--- config.mk ---
export PLATFORM = sky130hd
export DESIGN_NAME = cbm2_ram_seq
export DESIGN_NICKNAME = d
export VERILOG_FILES = /design/src/rtl/cbm2_ram_seq.sv
export SDC_FILE = /design/constraint.sdc
export NUM_CORES = 1
export LEC_CHECK = 0
export ABC_AREA = 1
export BUFFER_PORTS_ARGS = -buffer_cell sky130_fd_sc_hd__buf_2
export CAP_MARGIN = 20
export CORE_ASPECT_RATIO = 0.75
export CORE_MARGIN = 8
export CORE_UTILIZATION = 51
export CTS_BUF_LIST = sky130_fd_sc_hd__clkbuf_8
export DETAILED_ROUTE_END_ITERATION = 12
export GPL_ROUTABILITY_DRIVEN = 0
export PLACE_DENSITY_LB_ADDON = 0.15
export SLEW_MARGIN = 25
export SYNTH_ARGS = -nofsm -noshare
export SYNTH_HDL_FRONTEND = slang
export SYNTH_SLANG_ARGS = --single-unit
--- constraint.sdc ---
create_clock -name clk_sys -period 2.95 [get_ports clk_sys]
set_input_delay 0.885 -clock clk_sys [delete_from_list [all_inputs] [get_ports clk_sys]]
set_output_delay 0.885 -clock clk_sys [all_outputs]
set_load 0.05 [all_outputs]
--- src/rtl/cbm2_ram_seq.sv ---
// cbm2_ram_seq
// Slot-based SDRAM access sequencer for the CBM-II core. Each system cycle of
// CYCLE_LEN clk_sys ticks is split into fixed slots. The video read is issued at
// VID_SLOT, the CPU access at CPU_SLOT and the refresh pulse at REF_SLOT. CPU
// segment/bank numbers are range-checked against the RAM size that is latched at
// the start of the cycle.
//
// Ports
//   clk_sys, reset_n      : clock (rising edge), asynchronous active-low reset
//   ramSize[1:0]          : 00=128K 01=256K 10=1M 11=16M, latched at phase 0
//   cpu_req/we/bank/addr  : CPU access request, sampled at CPU_SLOT
//   cpu_dout[7:0]         : CPU write data
//   cpu_din[7:0]          : CPU read data, held until the next read ack
//   cpu_ack               : one-cycle pulse at CPU_SLOT+RD_LAT
//   vid_req, vid_addr     : video fetch request (bank 0), sampled at VID_SLOT
//   vid_data, vid_valid   : fetched byte and its one-cycle update strobe
//   phi2, cycle_start     : system cycle phase indications
//   ramAddr/CE/WE/Out     : SDRAM request side
//   ramData[7:0]          : SDRAM read data
//   refresh               : one-cycle refresh request
module cbm2_ram_seq #(
  parameter int CYCLE_LEN = 32,
  parameter int VID_SLOT  = 2,
  parameter int CPU_SLOT  = 16,
  parameter int REF_SLOT  = 26,
  parameter int RD_LAT    = 6
) (
  input  logic        clk_sys,
  input  logic        reset_n,
  input  logic [1:0]  ramSize,
  input  logic        cpu_req,
  input  logic        cpu_we,
  input  logic [7:0]  cpu_bank,
  input  logic [15:0] cpu_addr,
  input  logic [7:0]  cpu_dout,
  output logic [7:0]  cpu_din,
  output logic        cpu_ack,
  input  logic        vid_req,
  input  logic [15:0] vid_addr,
  output logic [7:0]  vid_data,
  output logic        vid_valid,
  output logic        phi2,
  output logic        cycle_start,
  output logic [24:0] ramAddr,
  output logic        ramCE,
  output logic        ramWE,
  output logic [7:0]  ramOut,
  input  logic [7:0]  ramData,
  output logic        refresh
);

  if ((VID_SLOT + RD_LAT >= CPU_SLOT) || (CPU_SLOT + RD_LAT >= REF_SLOT) ||
      (REF_SLOT >= CYCLE_LEN) || (CYCLE_LEN > 64)) begin : g_param_check
    $fatal(1, "cbm2_ram_seq: slot parameters overlap or exceed the cycle");
  end

  localparam logic [5:0] PH_LAST  = 6'(CYCLE_LEN - 1);
  localparam logic [5:0] PH_HALF  = 6'(CYCLE_LEN / 2);
  localparam logic [5:0] VID_PH   = 6'(VID_SLOT);
  localparam logic [5:0] VID_DONE = 6'(VID_SLOT + RD_LAT);
  localparam logic [5:0] CPU_PH   = 6'(CPU_SLOT);
  localparam logic [5:0] CPU_DONE = 6'(CPU_SLOT + RD_LAT);
  localparam logic [5:0] REF_PH   = 6'(REF_SLOT);

  logic [5:0] ph;
  logic [5:0] ph_nxt;
  logic       run;
  logic [1:0] size_q;
  logic [7:0] bank_mask;
  logic       bank_ok;
  logic       vid_pend;
  logic       cpu_pend;
  logic       cpu_rd;
  logic       cpu_oor;

  // Outputs are registered from the phase being entered so that every strobe
  // is high exactly while ph equals its slot. The run flag holds ph at 0 for
  // the first tick after reset so cycle_start stays low during reset and rises
  // in the first cycle after release.
  always_comb begin
    ph_nxt = '0;
    if (run && (ph != PH_LAST)) begin
      ph_nxt = ph + 6'd1;
    end
  end

  always_comb begin
    bank_mask = 8'h01;
    case (size_q)
      2'b00:   bank_mask = 8'h01;
      2'b01:   bank_mask = 8'h03;
      2'b10:   bank_mask = 8'h0F;
      default: bank_mask = 8'hFF;
    endcase
  end

  assign bank_ok = ((cpu_bank & ~bank_mask) == '0);

  always_ff @(posedge clk_sys or negedge reset_n) begin
    if (!reset_n) begin
      ph          <= '0;
      run         <= 1'b0;
      size_q      <= 2'b00;
      cycle_start <= 1'b0;
      phi2        <= 1'b0;
      refresh     <= 1'b0;
      ramCE       <= 1'b0;
      ramWE       <= 1'b0;
      ramAddr     <= '0;
      ramOut      <= '0;
      cpu_ack     <= 1'b0;
      cpu_din     <= '1;
      vid_valid   <= 1'b0;
      vid_data    <= '0;
      vid_pend    <= 1'b0;
      cpu_pend    <= 1'b0;
      cpu_rd      <= 1'b0;
      cpu_oor     <= 1'b0;
    end else begin
      run         <= 1'b1;
      ph          <= ph_nxt;
      cycle_start <= (ph_nxt == '0);
      phi2        <= (ph_nxt >= PH_HALF);
      refresh     <= (ph_nxt == REF_PH);
      ramCE       <= 1'b0;
      cpu_ack     <= 1'b0;
      vid_valid   <= 1'b0;

      if (ph_nxt == '0) begin
        size_q <= ramSize;
      end

      if (ph_nxt == VID_PH) begin
        vid_pend <= vid_req;
        if (vid_req) begin
          ramCE   <= 1'b1;
          ramWE   <= 1'b0;
          ramAddr <= {9'b0, vid_addr};
        end
      end

      if (ph_nxt == VID_DONE) begin
        vid_pend <= 1'b0;
        if (vid_pend) begin
          vid_data  <= ramData;
          vid_valid <= 1'b1;
        end
      end

      if (ph_nxt == CPU_PH) begin
        cpu_pend <= cpu_req;
        cpu_rd   <= ~cpu_we;
        cpu_oor  <= ~bank_ok;
        if (cpu_req && bank_ok) begin
          ramCE   <= 1'b1;
          ramWE   <= cpu_we;
          ramAddr <= {1'b0, cpu_bank, cpu_addr};
          if (cpu_we) begin
            ramOut <= cpu_dout;
          end
        end
      end

      // Out-of-range reads return open bus; writes leave cpu_din untouched.
      if (ph_nxt == CPU_DONE) begin
        cpu_pend <= 1'b0;
        if (cpu_pend) begin
          cpu_ack <= 1'b1;
          if (cpu_rd) begin
            cpu_din <= cpu_oor ? 8'hFF : ramData;
          end
        end
      end
    end
  end

endmodule

Yosys cells after proc, flatten, opt, wreduce, memory -nomap -nowiden. Cells that the tools add are included.

Output and inout bits: 56. Bits of input ports: 63. Register bits: 69.

Bitwise gates (word level): 4. Reduce and logical (&&, ||, !) cells: 10. Multiplexer cells: 23. Eq/ne operators: 8. $lt $le $gt $ge: 1. Add/subtract/negate cells: 1.

Operators with widths (count): 25-bit two-way mux (4); 8-bit one-hot mux with 3 select lines (1); 6-bit by 5-bit == test with 1-bit output, second input constant (3); 1-bit two-way mux (16); 8-bit AND (1); 8-bit logical NOT (1); 8-bit two-way mux (1); 8-bit NOT (1); 6-bit by 1-bit adder with 6-bit output, second input constant (1); 6-bit by 2-bit == test with 1-bit output, second input constant (1); 6-bit by 4-bit == test with 1-bit output, second input constant (1); 6-bit by 5-bit >= comparator with 1-bit output, second input constant (1); 6-bit logical NOT (1); 6-bit two-way mux (1); 6-bit by 5-bit inequality test with 1-bit output, second input constant (1); 3-bit AND reduction (2); 2-bit nonzero test (2); 2-bit by 1-bit == test with 1-bit output, second input constant (1); 2-bit == test, second input constant (1); 1-bit logical AND (2); 2-bit logical NOT (1); 1-bit NOT (2); 2-bit AND reduction (1).

Longest topological paths before layout. Gate-level depths: netlist (run 1).

Depth after elaboration: 8. Mapped depth: 14. Depth with buffers taken out: 13.

Worst setup path before layout (run 1). Ideal clock, no wire load.

Path kind: input to register. From: input port cpu_bank[5]. To: register ramOut[0]. Required time: 2831 ps. Path buffers: 0. Data arrival time: 1795 ps. Stages: 8. Library setup time: 119 ps. Setup slack: 1036 ps. Cell sequence: o21ai_0 -> nand2_1 -> inv_1 -> nand4_1 -> nor2_2 -> nand2_1 -> nand2_1 -> nand2_1.

Word-level cells in the longest chain between the ends: 4.

Ends and longest elaborated chain: start: declaration (line 33) `input logic [7:0] cpu_bank,`; 8-bit AND (line 97) `assign bank_ok = ((cpu_bank & ~bank_mask) == '0);`; 8-bit logical NOT (line 97); 1-bit logical AND (line 154) `if (cpu_req && bank_ok) begin`; 3-bit AND reduction (no source line); end signal: assignment (line 159) `ramOut <= cpu_dout;`; end: declaration (line 47) `output logic [7:0] ramOut,`.

Every way passes these cells. A chain may end at the register's enable or synchronous reset.

Worst setup path in the final report (run 1).
From: register ph[0]. To: register ramAddr[20].

Word-level cells in the longest chain between the ends: 7. Elaborated cells on any way between the ends: 9.

Ends and longest elaborated chain: start: declaration (line 65) `logic [5:0] ph;`; start signal: assignment (line 121) `ph <= ph_nxt;`; branches (longest 2 deep; another with 6-bit by 1-bit adder with 6-bit output); 6-bit two-way mux (*) (line 82) `if (run && (ph != PH_LAST)) begin`; 6-bit by 2-bit == test with 1-bit output (line 133) `if (ph_nxt == VID_PH) begin`; 25-bit two-way mux (line 133); 25-bit two-way mux (line 154); 25-bit two-way mux (*) (line 150) `if (ph_nxt == CPU_PH) begin`; end signal: assignment (line 138) `ramAddr <= {9'b0, vid_addr};`; end signal: assignment (line 157) `ramAddr <= {1'b0, cpu_bank, cpu_addr};`; end: declaration (line 44) `output logic [24:0] ramAddr,`.

Every way passes the cells marked *.

==> results of run 1 <==
[per-stage QoR]
stage          power (W)  hold slack, ns  utilization, %  cells  worst slack, ns
3_5_place_dp     0.00209           0.453            61.0    621            0.596
3_3_place_gp     0.00207           0.449            61.0    621            0.668
2_1_floorplan    0.00184           0.453               -    430             1.04
5_1_grt          0.00299           0.476            64.0    637            0.387
6_report         0.00283           0.463            64.0    637            0.590
4_1_cts          0.00286           0.465            64.0    637            0.591
[cell type report]
class	instances	area share [%]
clock buffer	10	3.23
multi-input combinational	304	33.8
clock inverter	6	1.47
timing repair buffer	122	14.5
inverter	42	3.75
tap	84	2.46
sequential	69	40.7
[flip-flops by register name, indices dropped and copies added (netlist names)]
signal / cells
ramAddr: 25
cpu_din: 8
ramOut: 8
vid_data: 8
ph: 6
size_q: 2
cpu_ack: 1
cpu_oor: 1
cpu_pend: 1
cpu_rd: 1
cycle_start: 1
phi2: 1
ramCE: 1
ramWE: 1
refresh: 1
run: 1
vid_pend: 1
vid_valid: 1
[logic make-up (layout without fill, tap and decap cells)]
kind of cell | after synthesis | count (layout)
and+or+nand+nor | 278 | 278
adders and majority gates | 1 | 1
buffers and inverters | 57 | 180
DFF | 69 | 69
AOI/OAI and AO/OA | 24 | 24
other | 1 | 1
[layer usage]
layer	track usage [%]	wire length [um]	up-vias
met4	5.01	95	0
met2	29.4	3920	109
met1	23.0	4060	1452
met3	8.61	763	8
li1	-	-	1599
met5	0	0	-
[cell usage after synthesis, types with 2 or more instances]
cell and n:
nand2_4 3, o21ai_0 6, clkinv_1 2, nor2_1 24
clkbuf_1 4, nand2_2 3, nor2_2 2, buf_6 2
nand3_4 2, nand2_1 149, dfrtp_1 61, or2_2 8
dfstp_2 8, nand3_1 68, nand3_2 3, buf_2 7
inv_2 3, inv_1 36, nand4_1 9, a21oi_1 17
nor2_4 3, buf_4 2
[worst max-delay path: stages, from the launching register on]
cell and delay, ns:
dfrtp_1 0.45, ha_1 0.23, nand3_1 0.12, nor2_2 0.15
nor2_4 0.09, nand2_4 0.09, nand2_4 0.08, nor2_4 0.32
nand3_4 0.27, buf_4 0.28, nand3_1 0.09, nand2_1 0.07
[how the worst max path moves through the flow]
stage                      startpoint          end  slack [ns]  depth (start not counted)
final                           ph[0]  ramAddr[20]        0.59                         11
after global routing            ph[0]  ramAddr[19]        0.39                          9
after CTS                       ph[0]  ramAddr[20]        0.59                         11
after detailed placement  cpu_bank[5]    ramOut[0]        0.60                          9
after global placement    cpu_bank[4]    ramOut[7]        0.67                          9
after floorplan           cpu_bank[5]    ramOut[0]        1.04                          8
[power groups by stage]
stage | Combinational, W | Clock, W | Sequential [W]
global route | 0.000997 | 0.000829 | 0.00117
finish | 0.000918 | 0.000759 | 0.00115
CTS | 0.000926 | 0.000783 | 0.00115
floorplan | 0.000297 | 0 | 0.00154
global placement | 0.000907 | 0 | 0.00117
detailed placement | 0.000924 | 0 | 0.00117
==> results.toml, run 1 <==
[synthesis]
synthMuxAreaShare_pct = 0
yosysWarnings = 0
syn_area_per_cell_um2 = 7.97
ys_types = 30
yosys.area_share.xor_xnor_pct = 0
synth_simple_gate_area_share_pct = 38.1
async_flop_share_pct = 100
synth_edf_count = 0
syn_area_um2 = 3430
netlist_instances = 430
netlist_top_cells_area = "dfrtp_1 45%, nand2_1 16%, nand3_1 9.9%, dfstp_2 6.1%, inv_1 3.9%"
synth_fa_ha_area_share_pct = 0.365
synth_top_family_by_area = "simple AND/OR/NAND/NOR gates"
yosysTopAreaCellShare_pct = 44.5
synthFlopType = "dfrtp_1"
synth.largest_area_cell = "dfrtp_1"
ys_seq_area_share_pct = 50.7
ys_ff_latch = 69
synth-compound-area-share_pct = 3.50
synth_fp_nets = 494

[power]
clkPwrFrac_pct = 26.8
p_per_area_nw_per_um2 = 663
seqPwrFrac_pct = 40.8
combPwrFrac_pct = 32.4
p_int_w = 0.00171
vdd_drop_max_mv = 0.458
p_sw_w = 0.00112
switching_share_pct = 39.6
leakage_nw = 2.40

[global_route]
grt_use_total_pct = 18.8
grt_antenna_before_repair = 0
grt_max_degree = 26
first_global_vias = 3192
grt_overflow_total = 0
grt_pass1_wl_um = 14800

[hold_path]
hold_start = "cpu_din[1]"
hold_end = "cpu_din[1]"
hold_path.class = "reg -> reg"
whs_path_depth = 2

[cts]
clkTransAtPathRegs_ns = 0.07
clk_latency_ns = 0.34
cts_tree = "yes"
hold_buffers = 0
cts_resized = 0
cts_setup_buffers = 0
htreeDepth = 3
cts-buffers-inserted = 9
cts.sinks = 69
cts_root_buf = "clkbuf_8"
clock_path_buffers = 2

[sta]
maxSlewHeadroom_pct = 66.7
clock_skew_ns = 0.00616
rsz0062_at_grt = "no"
fin_setup_tns_ns = 0
timing.fmax_mhz = 424
slew_viol_final = 0
period_minus_slack_ns = 2.36
finalSetupViolations = 0
worst_pin_slew_ns = 0.500
hold_violations = 0
finalCritPeriodShare_pct = 80.0

[floorplan]
core-area_um2 = 6670
ios = 119
die_x_um = 111
rows = 26
initial_utilization_pct = 51.4
die_y_um = 87.0
dieArea_um2 = 9630

[detailed_routing]
dr_total_vias = 3168
detail-route-antenna-nets = 0
drt_iter0_drc = 217
first_pass_iters = 4
drc = 0
vias_per_cell = 4.97
wl_per_cell_um = 13.9
wl_um = 8840

[critical_path]
worstPathRequired_ns = 3.17
reg2reg_from = "ph[0]"
startpoint_type = "flop"
end_kind = "flop"
r2r_end = "ramAddr[20]"
worstSetupPathType = "reg -> reg"
rrSetupSlack_ns = 0.59
reg2reg_depth = 11
cp_max_fo = 14
crit_arrival_ns = 2.58

[placed_design]
dpl_cell_area_um2 = 4070
io_buffers = 118
dp_hpwl_um = 6790

[finish]
fin_area_um2 = 4270
fin_nets = 612
register_area_um2 = 1740
multi_input_area_um2 = 1440
layout_commonest_cell = "nand2_1"
layout-area-overhead-vs-synth_pct = 24.5
layout-drive-gt1-share_pct = 31.8
antennaDiodeCount = 0
layout_common_cells = "149 x nand2_1, 118 x buf_2, 68 x nand3_1"
fillerInstances = 579

[run_status]
status = "finished clean"

[run]
max-cap-violations = 0
Power figures use the tool's default switching activity.
==> run 2: changes to the inputs <==
--- a/config.mk
+++ b/config.mk
@@ -10,7 +10,7 @@
 export CAP_MARGIN = 20
 export CORE_ASPECT_RATIO = 0.75
 export CORE_MARGIN = 8
-export CORE_UTILIZATION = 51
+export CORE_UTILIZATION = 47
 export CTS_BUF_LIST = sky130_fd_sc_hd__clkbuf_8
 export DETAILED_ROUTE_END_ITERATION = 12
 export GPL_ROUTABILITY_DRIVEN = 0
==> constraint.sdc (replaced) <==
create_clock -name clk_sys -period 2.1 [get_ports clk_sys]
set_input_delay 0.63 -clock clk_sys [delete_from_list [all_inputs] [get_ports clk_sys]]
set_output_delay 0.63 -clock clk_sys [all_outputs]
set_load 0.05 [all_outputs]
==> results.toml, run 2 (synthesis results as in run 1) <==
[sta]
slew_viol_final = 0
period_minus_slack_ns = 1.93
rsz0062_at_grt = "no"
finalSetupViolations = 0
fin_ws_ns = 0.166
clock_skew_ns = 0.0106
fin_setup_tns_ns = 0
timing.fmax_mhz = 517
hold_violations = 0
finalCritPeriodShare_pct = 92.1

[critical_path]
cp_common_cell = "nand2_1"
slowest_delay_ns = 0.36
critPathTopFamily = "simple AND/OR/NAND/NOR gates"
cp_slowest_cell = "dfrtp_1"
critPathLaunch = "ph[1]"
worstPathRequired_ns = 2.33
path_buf_inv = 1
worstSetupPathType = "reg -> reg"
cp_max_fo = 18
end_kind = "flop"
startpoint_type = "flop"
reg2reg_from = "ph[1]"
path_cells = "ha_2 > nand3_1 > nor2_2 > nor2_4 > nand2_1 > nand2_1 > nor2_4 > nand3_4 > buf_12 > nand3_1 > nand2_1"
crit_arrival_ns = 2.17

[power]
leakage_nw = 2.51
vdd_drop_max_mv = 0.522
finalPower_w = 0.00414
p_per_area_nw_per_um2 = 919

[finish]
antennaDiodeCount = 0
layout-area-overhead-vs-synth_pct = 31.4
layout_common_cells = "149 x nand2_1, 118 x buf_2, 67 x nand3_1"
layout-drive-gt1-share_pct = 34.0
fin_area_um2 = 4500
top_register = "ramAddr"
fin_nets = 629
fillerInstances = 661
largest_register_ffs = 25
final_cell_count_no_fill = 671
layout_commonest_cell = "nand2_1"

[global_route]
global_route.usage.met2_pct = 30.2
grt.busiest_layer = "met2"
first_global_vias = 3349
grt_antenna_before_repair = 0
grt_use_total_pct = 19.2
gr-usage-met3_pct = 5.95
use_met1_pct = 24.5
grt_overflow_total = 0
grt_pass1_wl_um = 16000
grt_max_degree = 31

[run_status]
status = "finished clean"

[detailed_routing]
wl_um = 9610
dr_total_vias = 3278
first_pass_iters = 6
drc = 0
detail-route-antenna-nets = 0
drt_iter0_drc = 172
vias_per_cell = 4.89
wl_per_cell_um = 14.3

[cts]
clk_latency_ns = 0.35
htreeDepth = 3
cts_root_buf = "clkbuf_8"
hold_buffers = 0
cts_tree = "yes"
cts.sinks = 69
clock_path_buffers = 2
cts-buffers-inserted = 9
clkTransAtPathRegs_ns = 0.08

[placed_design]
place_ws_ns = 0.0983
io_buffers = 118
dpl.cell_count = 650
dp_hpwl_um = 7320
dpl_cell_area_um2 = 4200

[floorplan]
dieArea_um2 = 10300
initial_utilization_pct = 47.6
ios = 119
die_x_um = 115
rows = 27
die_y_um = 90.0
core-area_um2 = 7200

[run]
max-cap-violations = 0

[hold_path]
hold_path.class = "in -> async"
-- run 2: changes by cell type in the layout (fill, tap and decap cells not counted), moves of 2 or more --
| cell | delta |
|---|---|
| buf_4 | +15 |
| buf_12 | +2 |
| clkinv_2 | -2 |
| nand3_4 | +2 |
-- run 2: cell type report --
class / instances / area [um2] / share of cell area (%)
tap: 101 / 126 / 2.81
inverter: 42 / 168 / 3.72
clock buffer: 10 / 138 / 3.06
sequential: 69 / 1740 / 38.6
multi-input combinational: 304 / 1480 / 32.8
timing repair buffer: 139 / 773 / 17.2
clock inverter: 6 / 86.3 / 1.92
-- run 2: per-stage QoR --
| stage | utilization (%) | hold WS (ns) |
|---|---|---|
| final | 62.6 | 0.229 |
| after detailed placement | 58.4 | 0.454 |
| after CTS | 61.5 | 0.226 |
| after global routing | 62.6 | 0.245 |
| after floorplan | - | 0.334 |
| after global placement | 58.4 | 0.449 |
-- run 2: report_power, final --
| part | total [W] | internal, W | switching [W] |
|---|---|---|---|
| Clock | 0.00121 | 0.000701 | 0.000505 |
| Sequential | 0.00161 | 0.00150 | 0.000111 |
| Combinational | 0.00132 | 0.000338 | 0.000980 |
-- run 2: final timing paths --
kind | depth (start not counted) | slack [ns] | end
setup / recovery | 11 | 0.17 | ramAddr[15]
hold / removal | 1 | 0.23 | ramOut[7]
setup reg to reg | 11 | 0.17 | ramAddr[15]
hold reg to reg | 2 | 0.46 | cpu_din[3]
max in group asynchronous | 2 | 1.28 | cpu_din[0]
min in group clk_sys | 2 | 0.46 | cpu_din[3]
-- run 2: repair_timing --
item,CTS,global route
endpoints found under the setup margin,0,30
resized for setup,0,9
setup buffers,0,5
-- run 2: routing by layer --
metal	routed length (um)	part of all wire (%)
met5	0	0
met4	83	0.86
met3	711	7.4
met2	4550	47
met1	4260	44
